$ cat config.mk
export PLATFORM = sky130hd
export DESIGN_NAME = mem_bus_bridge
export DESIGN_NICKNAME = d
export VERILOG_FILES = /design/src/rtl/mem_bus_bridge.sv
export SDC_FILE = /design/constraint.sdc
export NUM_CORES = 1
export LEC_CHECK = 0
export CAP_MARGIN = 20
export CORE_MARGIN = 2
export CORE_UTILIZATION = 25
export CTS_CLUSTER_DIAMETER = 30
export DETAILED_ROUTE_END_ITERATION = 16
export HOLD_SLACK_MARGIN = 0.1
export MAX_ROUTING_LAYER = met4
export PLACE_DENSITY = 0.57
export SLEW_MARGIN = 10
export SYNTH_ARGS = -nofsm -noshare
export SYNTH_HDL_FRONTEND = slang
export SYNTH_SLANG_ARGS = --single-unit
$ cat constraint.sdc
create_clock -name clk -period 3.2 [get_ports clk]
set_input_delay 0.48 -clock clk [delete_from_list [all_inputs] [get_ports clk]]
set_output_delay 0.48 -clock clk [all_outputs]
set_load 0.02 [all_outputs]
$ cat src/rtl/mem_bus_bridge.sv
// mem_bus_bridge: routes the core's load/store request to on-chip RAM (zero-wait)
// or to a valid/ready peripheral port with stall, timeout and sticky error.
`default_nettype none

module mem_bus_bridge #(
  parameter logic [3:0] RAM_REGION = 4'h0,
  parameter logic [7:0] TIMEOUT    = 8'd32
) (
  input  logic        clk,
  input  logic        rstn,
  input  logic [31:0] addr,
  input  logic [31:0] w_data,
  input  logic [3:0]  wen,
  input  logic        ren,
  output logic [31:0] r_data,
  output logic        bus_stall,
  output logic        bus_err,
  output logic [31:0] ram_addr,
  output logic [31:0] ram_wdata,
  output logic [3:0]  ram_wen,
  output logic        ram_ren,
  input  logic [31:0] ram_rdata,
  output logic        p_valid,
  output logic        p_write,
  output logic [31:0] p_addr,
  output logic [31:0] p_wdata,
  output logic [3:0]  p_wstrb,
  input  logic        p_ready,
  input  logic [31:0] p_rdata,
  input  logic        p_err
);

  typedef enum logic [1:0] {
    IDLE  = 2'd0,
    PREQ  = 2'd1,
    PDONE = 2'd2
  } state_t;

  state_t      state;
  logic [7:0]  wait_cnt;
  logic [31:0] rd_buf;
  logic        src_q;
  logic        req;
  logic        is_ram;
  logic        launch;
  logic        xfer_end;

  assign req    = ren | (|wen);
  assign is_ram = (addr[31:28] == RAM_REGION);
  assign launch = (state == IDLE) & req & ~is_ram;

  assign ram_addr  = addr;
  assign ram_wdata = w_data;
  assign ram_wen   = (is_ram && state == IDLE) ? wen : 4'h0;
  assign ram_ren   = ren & is_ram & (state == IDLE);

  assign bus_stall = launch | (state == PREQ);
  assign r_data    = src_q ? rd_buf : ram_rdata;

  // The wait counter holds the number of PREQ cycles already elapsed, so the
  // TIMEOUT-th cycle is the one where it equals TIMEOUT-1; p_ready is tested first.
  assign xfer_end = (state == PREQ) & (p_ready | (wait_cnt == TIMEOUT - 8'd1));

  always_ff @(posedge clk) begin
    if (!rstn) begin
      state    <= IDLE;
      wait_cnt <= 8'd0;
      rd_buf   <= 32'h0;
      src_q    <= 1'b0;
      bus_err  <= 1'b0;
      p_valid  <= 1'b0;
      p_write  <= 1'b0;
      p_addr   <= 32'h0;
      p_wdata  <= 32'h0;
      p_wstrb  <= 4'h0;
    end else begin
      case (state)
        IDLE: begin
          if (req & is_ram) begin
            src_q <= 1'b0;
          end
          if (launch) begin
            state    <= PREQ;
            wait_cnt <= 8'd0;
            p_valid  <= 1'b1;
            p_write  <= |wen;
            p_addr   <= addr;
            p_wdata  <= w_data;
            p_wstrb  <= wen;
          end
        end
        PREQ: begin
          wait_cnt <= wait_cnt + 8'd1;
          if (p_ready) begin
            rd_buf  <= p_rdata;
            bus_err <= bus_err | p_err;
          end else if (xfer_end) begin
            rd_buf  <= 32'h0;
            bus_err <= 1'b1;
          end
          if (xfer_end) begin
            state   <= PDONE;
            p_valid <= 1'b0;
            p_write <= 1'b0;
            p_addr  <= 32'h0;
            p_wdata <= 32'h0;
            p_wstrb <= 4'h0;
          end
        end
        PDONE: begin
          // The request still held upstream is consumed here, never relaunched.
          state <= IDLE;
          src_q <= 1'b1;
        end
        default: state <= IDLE;
      endcase
    end
  end

endmodule

`default_nettype wire

==> flow_summary_export.csv <==
group,metric,value,unit
cells_and_area,finalNetCount,927,
pwr,p_leak,3.16,nW
placement,io_buffers,309,
synth,synth_fa_ha_area_share,0.253,%
routing,wl,15900,µm
clock_network,clk-insertion-delay-late,0.41,ns
pwr,power_frac_comb,23.7,%
synth,synth_xor_area_share,0.177,%
critical_path,setup.worst_path.end_class,"output port",
status,outcome,"finished clean",
die,initial_core_util,25.4,%
sta,finalCritPeriodShare,97.7,%
sta,rsz0062_at_grt,"false",
clock_network,cts-root-buf,"clkbuf_16",
synth,yosys_warnings,0,
critical_path,crit_arrival,2.65,ns
sta,setup_violations,0,
placement,placed_area,7840,µm²
pwr,p_int,0.00318,W
cells_and_area,diodes,0,
routing,ant_nets,0,
routing,dr.pass1.iters,5,
synth,ys_ff_latch,114,
cells_and_area,final_cell_mix,"clkdlybuf4s50_1 (305), nand2_1 (136), dfxtp_1 (114), o22ai_1 (64)",
pwr,power_frac_clock,40.8,%
clock_network,clockBufferDepth,2,
synth,synth_cell_type_count,36,
synth,syn_area,4940,µm²
flow_run,max_cap_violations,0,
synth,synth_top_family_by_area,"compound AO/OA/AOI/OAI gates",
critical_path,crit_required,2.72,ns
synth,yosysTopAreaCellShare,46.2,%
synth,synthMuxAreaShare,7.29,%
die,fp.coreArea,19500,µm²
grt,grt_max_degree,143,
clock_network,cts_sinks,114,
sta,period_needed,3.13,ns
synth,synth_area_leaders,"dfxtp_1 (46%), nand2_1 (10%), buf_4 (9.9%)",
sta,drv_slew,0,
die,die_w,145,µm
clock_network,cts_setup_buffers,0,
sta,max_slew_margin,46.2,%
pwr,p_switching,0.00129,W
sta,hold_viol,0,
routing,num_vias,4706,
routing,wl_per_cell,14.9,µm
placement,dp_hpwl,11400,µm
pwr,ir_drop,0.000415,V
min_path,min_path_type,"reg2reg",
routing,drc,0,
grt,grt-ovfl-total,0,
sta,fin_setup_tns,0,ns
die,dieArea,20900,µm²
cells_and_area,layout_commonest_cell,"clkdlybuf4s50_1",
routing,initialDrtViolationCount,124,
die,ios,310,
pwr,seqPwrFrac,35.5,%
sta,worst_slew_pin_slew,0.800,ns
cells_and_area,syn_to_final_growth,70.4,%
sta,fmax,0.320,GHz
critical_path,start_kind,"input pin",
cells_and_area,drive_above_1_share,10.3,%
critical_path,crit_fanout,5,
critical_path,critPathKind,"in2out",
clock_network,clk_pin_slew,0.05,ns
placement,place_congestion,0.714,
cells_and_area,stdcell_area,8420,µm²
synth,yosys.area.top_type,"dfxtp_1",
grt,track_usage,14.9,%
clock_network,htree_levels,4,
grt,grt_pass1_wl,23200,µm
sta,finalClockSkew,0.00729,ns
clock_network,hold_buffers,0,
routing,drt-vias-per-instance,4.41,
synth,ys_seq_area_share,46.2,%
synth,synth_compound_area_share,17.4,%
clock_network,cts_buffers,17,
pwr,p_per_area,531,nW/µm²
die,num_rows,51,
pwr,switching_share,28.9,%
grt,grt_pass1_vias,4389,
die,die_h,145,µm
grt,antenna_found_initial,0,
synth,yosys.area_share.simple,15.0,%
synth,syn_area_per_cell,8.91,µm²
clock_network,cts_tree,"done",
synth,synth_nets,693,
synth,synthCells,555,
## state kept, by name, summed over array words and instances, names as in the netlist
register,count
bus_err,1
p_addr,32
p_valid,1
p_wdata,32
p_write,1
p_wstrb,4
rd_buf,32
src_q,1
state,2
wait_cnt,8
## synthesized netlist by cell type
cell / number
nor4_1: 1
a32o_1: 4
a21o_1: 1
nor2b_1: 1
and3_1: 2
ha_1: 1
o22ai_1: 64
nand3_1: 6
buf_4: 65
a22o_1: 32
nand3b_1: 1
o21ai_0: 6
clkbuf_1: 22
buf_1: 5
a21oi_2: 1
nor2_1: 4
or4_1: 1
buf_6: 1
nand2b_1: 3
mux2_2: 32
or4_4: 1
inv_1: 1
buf_2: 15
a31oi_1: 4
nand2_1: 136
nand4_1: 5
nor3_1: 6
a21oi_1: 7
and4_1: 1
o31ai_1: 2
xnor2_1: 1
dfxtp_1: 114
o211ai_1: 1
o211ai_2: 1
and2_1: 5
or3_1: 2
## power groups by stage
stage | clock network, W | logic, W | registers [W]
finish | 0.00183 | 0.00106 | 0.00159
global route | 0.00195 | 0.00113 | 0.00160
CTS | 0.00189 | 0.00107 | 0.00159
detailed placement | 0 | 0.00107 | 0.00162
global placement | 0 | 0.00107 | 0.00162
floorplan | 0 | 0.000450 | 0.00172
## final timing paths
kind                from           to  slack (ns)  cells past startpoint
min reg2reg   p_wdata[8]   p_wdata[8]        0.46                      2
max reg2reg  wait_cnt[0]  p_wdata[29]        1.25                      6
min           p_wdata[8]   p_wdata[8]        0.46                      2
max             addr[30]   ram_wen[0]        0.07                      6
## layer usage
layer	global-route usage (%)	part of all wire, %
met5	-	0
met2	23.6	46
met4	5.83	1.6
met1	17.6	43
met3	4.93	8.7
## cell families (layout without fill, tap and decap cells)
group                      Yosys count  count (layout)
adders and majority gates            1               1
xor gates and xnor gates             1               1
buffers and inverters              109             356
DFF                                114             114
AOI/OAI and AO/OA                  123             123
and+or+nand+nor                    175             175
muxes                               32              32
## timing repair
item | 4_1_cts | 5_1_grt
endpoints found under the hold margin | 0 | 0
gates resized for setup | 0 | 3
endpoints found under the setup margin | 0 | 3
## per-stage QoR
step | hold WS, ns | setup slack, ns | std cells | power (W) | util (%)
after floorplan | 0.443 | 1.12 | 555 | 0.00217 | -
after global placement | 0.451 | 0.0388 | 1035 | 0.00268 | 40.3
after detailed placement | 0.457 | 0.0502 | 1035 | 0.00269 | 40.3
after CTS | 0.465 | 0.0501 | 1067 | 0.00456 | 43.2
after global routing | 0.481 | 0.00296 | 1067 | 0.00469 | 43.3
final | 0.462 | 0.0725 | 1067 | 0.00447 | 43.3
## critical path: stages
cell and delay (ns):
clkdlybuf4s50_1 0.46, or4_1 0.63, nor3_1 0.17, buf_4 0.18, and2_1 0.13, clkdlybuf4s50_1 0.60
## cell type report
class                   instances  area [µm²]
fillers                      1942       11000
repair buffers                323        3230
flip-flops and latches        114        2280
multi-input cells             332        2000
clock buffers                  19         453
well taps                     265         332
clock inverters                13         125
inverters                       1        3.75
Note: power is estimated with default switching activity, not from simulation.
